===== src/rtl/cmd_issue_queue_if.sv =====
// Producer-side instruction handshake into cmd_issue_queue.
// The producer drives one complete instruction {cmd, d1, d2, d3} with
// in_valid. The queue answers with in_ready.
interface cmd_issue_queue_if #(
  parameter int WIDTH = 8
);
  logic             in_valid;
  logic             in_ready;
  logic [6:0]       in_cmd;
  logic [WIDTH-1:0] in_d1;
  logic [WIDTH-1:0] in_d2;
  logic [WIDTH-1:0] in_d3;

  modport master (
    output in_valid,
    output in_cmd,
    output in_d1,
    output in_d2,
    output in_d3,
    input  in_ready
  );

  modport slave (
    input  in_valid,
    input  in_cmd,
    input  in_d1,
    input  in_d2,
    input  in_d3,
    output in_ready
  );
endinterface


===== src/rtl/cmd_issue_queue.sv =====
// Command issue queue feeding the CPU top.
// Complete instructions are buffered in a pointer-based FIFO. The head entry
// is presented on cmd_out/dout_1..3 for exactly HOLD_CYCLES cycles. The next
// entry follows back-to-back if one is queued; otherwise the outputs drop to
// NOP (all zero).
// 'count' reports only the entries still waiting in the FIFO. The entry
// currently being issued lives in the output registers and is not counted.
module cmd_issue_queue #(
  parameter int WIDTH       = 8,
  parameter int DEPTH       = 4,
  parameter int HOLD_CYCLES = 6
) (
  input  logic                   clk,
  input  logic                   rst,
  input  logic                   flush,
  cmd_issue_queue_if.slave       in_bus,
  output logic [6:0]             cmd_out,
  output logic [WIDTH-1:0]       dout_1,
  output logic [WIDTH-1:0]       dout_2,
  output logic [WIDTH-1:0]       dout_3,
  output logic                   issue_strobe,
  output logic                   busy,
  output logic [$clog2(DEPTH):0] count
);

  localparam int PTR_W  = $clog2(DEPTH);
  localparam int CNT_W  = PTR_W + 1;
  localparam int ENT_W  = 7 + 3 * WIDTH;
  localparam int HOLD_W = (HOLD_CYCLES > 1) ? $clog2(HOLD_CYCLES) : 1;

  localparam logic [HOLD_W-1:0] HOLD_RELOAD = HOLD_W'(HOLD_CYCLES - 1);
  localparam logic [CNT_W-1:0]  DEPTH_C     = CNT_W'(DEPTH);

  typedef enum logic [0:0] {
    ST_IDLE  = 1'b0,
    ST_ISSUE = 1'b1
  } state_t;

  state_t              state_r;
  state_t              state_nxt_s;
  logic [ENT_W-1:0]    mem_r [DEPTH];
  logic [PTR_W-1:0]    wr_ptr_r;
  logic [PTR_W-1:0]    rd_ptr_r;
  logic [CNT_W-1:0]    count_r;
  logic [HOLD_W-1:0]   hold_cnt_r;
  logic [6:0]          cmd_r;
  logic [WIDTH-1:0]    d1_r;
  logic [WIDTH-1:0]    d2_r;
  logic [WIDTH-1:0]    d3_r;
  logic                strobe_r;
  logic                busy_r;
  logic                ready_s;
  logic                push_s;
  logic                pop_s;
  logic                queued_s;
  logic [ENT_W-1:0]    wr_entry_s;
  logic [ENT_W-1:0]    head_s;

  // Ready depends only on the registered occupancy, so accepting a push
  // never depends on a pop happening in the same edge.
  assign ready_s    = (count_r < DEPTH_C);
  assign queued_s   = (count_r != {CNT_W{1'b0}});
  assign push_s     = in_bus.in_valid && ready_s && !flush;
  assign wr_entry_s = {in_bus.in_cmd, in_bus.in_d1, in_bus.in_d2, in_bus.in_d3};
  assign head_s     = mem_r[rd_ptr_r];

  // Next-state and pop decision. A pop uses count_r, so an entry written
  // on this edge cannot be issued on the same edge.
  always_comb begin
    state_nxt_s = state_r;
    pop_s       = 1'b0;
    if (flush) begin
      state_nxt_s = ST_IDLE;
    end else begin
      case (state_r)
        ST_IDLE: begin
          if (queued_s) begin
            pop_s       = 1'b1;
            state_nxt_s = ST_ISSUE;
          end else begin
            state_nxt_s = ST_IDLE;
          end
        end
        ST_ISSUE: begin
          if (hold_cnt_r == {HOLD_W{1'b0}}) begin
            if (queued_s) begin
              pop_s       = 1'b1;
              state_nxt_s = ST_ISSUE;
            end else begin
              state_nxt_s = ST_IDLE;
            end
          end else begin
            state_nxt_s = ST_ISSUE;
          end
        end
        default: begin
          state_nxt_s = ST_IDLE;
        end
      endcase
    end
  end

  // FSM state register.
  always_ff @(posedge clk or posedge rst) begin
    if (rst) begin
      state_r <= ST_IDLE;
    end else begin
      state_r <= state_nxt_s;
    end
  end

  // FIFO storage, wrapping pointers and occupancy count.
  always_ff @(posedge clk or posedge rst) begin
    if (rst) begin
      for (int i = 0; i < DEPTH; i++) begin
        mem_r[i] <= {ENT_W{1'b0}};
      end
      wr_ptr_r <= {PTR_W{1'b0}};
      rd_ptr_r <= {PTR_W{1'b0}};
      count_r  <= {CNT_W{1'b0}};
    end else if (flush) begin
      wr_ptr_r <= {PTR_W{1'b0}};
      rd_ptr_r <= {PTR_W{1'b0}};
      count_r  <= {CNT_W{1'b0}};
    end else begin
      if (push_s) begin
        mem_r[wr_ptr_r] <= wr_entry_s;
        wr_ptr_r        <= wr_ptr_r + PTR_W'(1);
      end
      if (pop_s) begin
        rd_ptr_r <= rd_ptr_r + PTR_W'(1);
      end
      case ({push_s, pop_s})
        2'b10:   count_r <= count_r + CNT_W'(1);
        2'b01:   count_r <= count_r - CNT_W'(1);
        default: count_r <= count_r;
      endcase
    end
  end

  // Issue registers: load on pop, hold while the window runs, zero when idle.
  always_ff @(posedge clk or posedge rst) begin
    if (rst) begin
      cmd_r      <= 7'h00;
      d1_r       <= {WIDTH{1'b0}};
      d2_r       <= {WIDTH{1'b0}};
      d3_r       <= {WIDTH{1'b0}};
      hold_cnt_r <= {HOLD_W{1'b0}};
      strobe_r   <= 1'b0;
      busy_r     <= 1'b0;
    end else if (flush) begin
      cmd_r      <= 7'h00;
      d1_r       <= {WIDTH{1'b0}};
      d2_r       <= {WIDTH{1'b0}};
      d3_r       <= {WIDTH{1'b0}};
      hold_cnt_r <= {HOLD_W{1'b0}};
      strobe_r   <= 1'b0;
      busy_r     <= 1'b0;
    end else if (pop_s) begin
      cmd_r      <= head_s[ENT_W-1 -: 7];
      d1_r       <= head_s[3*WIDTH-1 -: WIDTH];
      d2_r       <= head_s[2*WIDTH-1 -: WIDTH];
      d3_r       <= head_s[WIDTH-1:0];
      hold_cnt_r <= HOLD_RELOAD;
      strobe_r   <= 1'b1;
      busy_r     <= 1'b1;
    end else if ((state_r == ST_ISSUE) && (hold_cnt_r != {HOLD_W{1'b0}})) begin
      hold_cnt_r <= hold_cnt_r - HOLD_W'(1);
      strobe_r   <= 1'b0;
      busy_r     <= 1'b1;
    end else begin
      cmd_r      <= 7'h00;
      d1_r       <= {WIDTH{1'b0}};
      d2_r       <= {WIDTH{1'b0}};
      d3_r       <= {WIDTH{1'b0}};
      hold_cnt_r <= {HOLD_W{1'b0}};
      strobe_r   <= 1'b0;
      busy_r     <= 1'b0;
    end
  end

  assign in_bus.in_ready = ready_s;
  assign cmd_out         = cmd_r;
  assign dout_1          = d1_r;
  assign dout_2          = d2_r;
  assign dout_3          = d3_r;
  assign issue_strobe    = strobe_r;
  assign busy            = busy_r;
  assign count           = count_r;

endmodule


===== src/flat_wrapper.sv =====
// flat-port wrapper written by rule: the top's interface ports become plain ports
module cmd_issue_queue_flat 
#(
  parameter int WIDTH       = 8,
  parameter int DEPTH       = 4,
  parameter int HOLD_CYCLES = 6
)
  (clk, rst, flush, cmd_out, dout_1, dout_2, dout_3, issue_strobe, busy, count, in_bus_in_valid, in_bus_in_cmd, in_bus_in_d1, in_bus_in_d2, in_bus_in_d3, in_bus_in_ready);
  cmd_issue_queue_if #(.WIDTH(WIDTH)) in_bus_i ();
  input  logic clk;
  input  logic rst;
  input  logic flush;
  output logic [6:0] cmd_out;
  output logic [WIDTH-1:0] dout_1;
  output logic [WIDTH-1:0] dout_2;
  output logic [WIDTH-1:0] dout_3;
  output logic issue_strobe;
  output logic busy;
  output logic [$clog2(DEPTH):0] count;
  input wire logic [$bits(in_bus_i.in_valid)-1:0] in_bus_in_valid;
  input wire logic [$bits(in_bus_i.in_cmd)-1:0] in_bus_in_cmd;
  input wire logic [$bits(in_bus_i.in_d1)-1:0] in_bus_in_d1;
  input wire logic [$bits(in_bus_i.in_d2)-1:0] in_bus_in_d2;
  input wire logic [$bits(in_bus_i.in_d3)-1:0] in_bus_in_d3;
  output wire logic [$bits(in_bus_i.in_ready)-1:0] in_bus_in_ready;
  assign in_bus_i.in_valid = in_bus_in_valid;
  assign in_bus_i.in_cmd = in_bus_in_cmd;
  assign in_bus_i.in_d1 = in_bus_in_d1;
  assign in_bus_i.in_d2 = in_bus_in_d2;
  assign in_bus_i.in_d3 = in_bus_in_d3;
  assign in_bus_in_ready = in_bus_i.in_ready;
  cmd_issue_queue #(.WIDTH(WIDTH), .DEPTH(DEPTH), .HOLD_CYCLES(HOLD_CYCLES)) u_core (.clk(clk), .rst(rst), .flush(flush), .in_bus(in_bus_i), .cmd_out(cmd_out), .dout_1(dout_1), .dout_2(dout_2), .dout_3(dout_3), .issue_strobe(issue_strobe), .busy(busy), .count(count));
endmodule

===== config.mk =====
export PLATFORM = sky130hd
export DESIGN_NAME = cmd_issue_queue_flat
export DESIGN_NICKNAME = d
export VERILOG_FILES = /design/src/rtl/cmd_issue_queue_if.sv /design/src/rtl/cmd_issue_queue.sv /design/src/flat_wrapper.sv
export SDC_FILE = /design/constraint.sdc
export NUM_CORES = 1
export LEC_CHECK = 0
export BUFFER_PORTS_ARGS = -buffer_cell sky130_fd_sc_hd__buf_2
export CAP_MARGIN = 20
export CORE_MARGIN = 3
export CORE_UTILIZATION = 40
export DETAILED_ROUTE_END_ITERATION = 8
export GPL_TIMING_DRIVEN = 1
export SLEW_MARGIN = 10
export SYNTH_ARGS = -nofsm -noshare
export SYNTH_HDL_FRONTEND = slang
export SYNTH_SLANG_ARGS = --single-unit

===== constraint.sdc =====
create_clock -name clk -period 6.5 [get_ports clk]
set_clock_uncertainty 0.2 [all_clocks]
set_input_delay 0.65 -clock clk [delete_from_list [all_inputs] [get_ports clk]]
set_output_delay 0.65 -clock clk [all_outputs]
set_load 0.01 [all_outputs]

==> flow_metrics.env <==
export IMPL_seq_power_share_pct=44.2
export IMPL_cap_violations=0
export IMPL_io_pins=72
export IMPL_clk_pin_slew_ns=0.06
export IMPL_syn_inst=442
export IMPL_drtPass1Iterations=4
export IMPL_drt_wl_total_mm=15.3
export IMPL_fin_crit_ns=2.80
export IMPL_htreeDepth=4
export IMPL_seq_area_frac_synth_pct=54.9
export IMPL_required_ns=6.64
export IMPL_route_vias_total=3978
export IMPL_tns_ns=0
export IMPL_portBuffers=71
export IMPL_switching_share_pct=27.7
export IMPL_ys_warnings_count=0
export IMPL_grt_pass1_vias=4454
export IMPL_drt_iter0_markers=146
export IMPL_syn_area_sq_um=7660
export IMPL_drive_gt1_share_pct=51.0
export IMPL_vias_per_cell=5.33
export IMPL_hold_viol=0
export IMPL_clockPowerShare_pct=24.1
export IMPL_cp_common_cell="ha_1"
export IMPL_ys_async_sr_fraction_pct=100
export IMPL_ys_seq_elements=168
export IMPL_antenna_found_initial=1
export IMPL_antenna_cells=0
export IMPL_grt_usage_pct=15.7
export IMPL_grt_overflow=0
export IMPL_powerDensity_nw_per_um2=462
export IMPL_fp_coreArea_sq_um=18400
export IMPL_drc=0
export IMPL_maxSlewViolCount=0
export IMPL_synth_common_cells="dfrtp_1, mux2_4, a22o_1, mux4_2, buf_6"
export IMPL_comb_power_share_pct=31.7
export IMPL_cts_root_buffer="clkbuf_16"
export IMPL_numCtsBuffers=17
export IMPL_fmax_mhz=357
export IMPL_crit_chain="inv_1 > ha_1 > ha_1 > nor2b_1 > nor4_1 > fa_1 > or4_1 > a31oi_1"
export IMPL_synth_edff_count=0
export IMPL_final_fill_count=1547
export IMPL_internal_power_mw=2.91
export IMPL_fp_dieH_um=144
export IMPL_cp_buffers_inverters=1
export IMPL_p_switching_mw=1.12
export IMPL_status="complete, no violations"
export IMPL_ys_types=32
export IMPL_grt_pass1_wl_mm=25.2
export IMPL_grt_max_degree=105
export IMPL_end_kind="flop"
export IMPL_leakage_nw=4.07
export IMPL_detail_route_antenna_nets=0
export IMPL_gp_congestion=0.756
export IMPL_avgSynthCellArea_sq_um=17.3
export IMPL_worstMarginPinSlew_ns=0.944
export IMPL_cts_sinks=168
export IMPL_synth_top_cell_area_share_pct=54.9
export IMPL_slowest_stage="or4_1"
export IMPL_start_util_pct=41.6
export IMPL_setup_viol=0
export IMPL_postCtsResizedCells=0
export IMPL_clockBufferDepth=2
export IMPL_yosysTopAreaCell="dfrtp_1"
export IMPL_netlist_top_cells_area="dfrtp_1, mux2_4, mux4_2"
export IMPL_path_class="flop to flop"
export IMPL_nNetsFinal=550
export IMPL_area_growth_pct=13.8
export IMPL_crit_fanout=9
export IMPL_wire_per_inst_um=20.4
export IMPL_total_power_mw=4.03
export IMPL_dieArea_sq_um=20800
export IMPL_yosysMostFrequentCell="dfrtp_1"
export IMPL_rsz0062_at_grt="no"
export IMPL_period_share_pct=43.1
export IMPL_hpwl_mm=9.25
export IMPL_num_rows=49
export IMPL_crit_family="simple AND/OR/NAND/NOR gates"
export IMPL_cts_tree="yes"
export IMPL_die_x_um=144
export IMPL_synth_nets=484
export IMPL_cpPeakStageDelay_ns=0.53
export IMPL_worst_setup_path_start_kind="flop"
export IMPL_vdd_drop_max_uv=199
export IMPL_postCtsHoldBufs=0
export IMPL_ys_flop_type="dfrtp_1"
export IMPL_slew_headroom_pct=36.9
export IMPL_post_cts_repair_setup_buffers=0
export IMPL_hold_class="input port to asynchronous set/reset pin"
export IMPL_worstPathArrival_ns=2.95
export IMPL_worstSkewPairLatency_ns=0.42
==> path summary, 6_finish.rpt <==
check	to	slack (ns)	start	cells after the start
max	u_core.count[2]$_DFFE_PP0P_	3.70	u_core.hold_cnt_r[0]$_DFF_PP0_	8
min	u_core.cmd_out[0]$_DFFE_PP0P_	0.21	rst	2
max reg2reg	u_core.count[2]$_DFFE_PP0P_	3.70	u_core.hold_cnt_r[0]$_DFF_PP0_	8
min reg2reg	u_core.hold_cnt_r[0]$_DFF_PP0_	0.24	u_core.hold_cnt_r[0]$_DFF_PP0_	1
max in group asynchronous	u_core.cmd_out[4]$_DFFE_PP0P_	4.45	rst	3
min in group clk	u_core.hold_cnt_r[0]$_DFF_PP0_	0.24	u_core.hold_cnt_r[0]$_DFF_PP0_	1
==> registers in the layout (all words and copies together), names as in the netlist, 3 cells and up <==
| name | flops |
|---|---|
| u_core.mem_r | 124 |
| u_core.cmd_out | 7 |
| u_core.dout_3 | 8 |
| u_core.dout_1 | 8 |
| u_core.count | 3 |
| u_core.hold_cnt_r | 3 |
| u_core.dout_2 | 8 |
==> power groups by stage <==
stage                     clock [mW]  sequential, mW  combinational (mW)
after CTS                      0.995            1.78                1.30
after detailed placement           0            1.79                1.29
after global routing            1.04            1.84                1.38
after global placement             0            1.76                1.27
after floorplan                    0            1.72                1.03
final                          0.973            1.78                1.28
==> per-layer routing <==
| metal | global-route usage (%) | up-vias | part of all wire, % |
|---|---|---|---|
| li1 | - | 1762 | - |
| met1 | 22.1 | 2126 | 48 |
| met2 | 24.3 | 72 | 47 |
| met3 | 4.17 | 16 | 3.6 |
| met4 | 4.47 | 2 | 1.3 |
| met5 | 0 | - | 0.046 |
==> final cells by class <==
| cell class | instances | area (sq um) | area share, % |
|---|---|---|---|
| sequential | 168 | 4210 | 48.3 |
| multi-input combinational | 235 | 3190 | 36.6 |
| clock buffer | 25 | 485 | 5.57 |
| timing repair buffer | 78 | 440 | 5.05 |
| tap | 229 | 287 | 3.29 |
| clock inverter | 4 | 70.1 | 0.804 |
| inverter | 8 | 35.0 | 0.402 |
==> layout by cell type (no fill, tap or decap), types with 2 or more instances in the layout <==
cell type,synthesis,final
clkinv_2,0,2
a21oi_1,5,5
nor2_1,7,6
nor2b_1,3,3
inv_1,8,7
dfrtp_1,168,166
ha_1,6,6
clkbuf_16,0,17
bufinv_16,0,2
mux2_1,5,5
mux2_4,120,120
o21ai_0,3,3
clkbuf_1,4,5
and3_2,0,4
nand2b_1,3,3
a22o_1,31,31
dfrtp_2,0,2
buf_4,0,5
mux4_2,31,31
xnor2_1,2,2
buf_2,10,71
clkbuf_8,0,3
==> per-stage QoR <==
stage	hold WS, ns	setup slack (ns)	utilization [%]	area [sq um]	instances
after floorplan	0.218	1.10	-	7660	442
after global placement	0.235	3.71	44.1	8110	716
after detailed placement	0.239	3.70	44.4	8160	718
after CTS	0.247	3.69	47.4	8720	747
after global routing	0.260	3.47	47.4	8720	747
final	0.209	3.70	47.4	8720	747
==> cells by family (layout without fill, tap and decap cells) <==
| logic type | Yosys count | after routing | share of synthesized area, % |
|---|---|---|---|
| buffers and inverters | 39 | 115 | 3.64 |
| adders and majority gates | 7 | 7 | 1.24 |
| and+or+nand+nor | 25 | 25 | 1.91 |
| xor gates and xnor gates | 2 | 2 | 0.229 |
| AOI/OAI and AO/OA | 44 | 44 | 4.56 |
| DFF | 168 | 168 | 54.9 |
| muxes | 157 | 157 | 33.5 |
(Power assumes the default switching activity.)
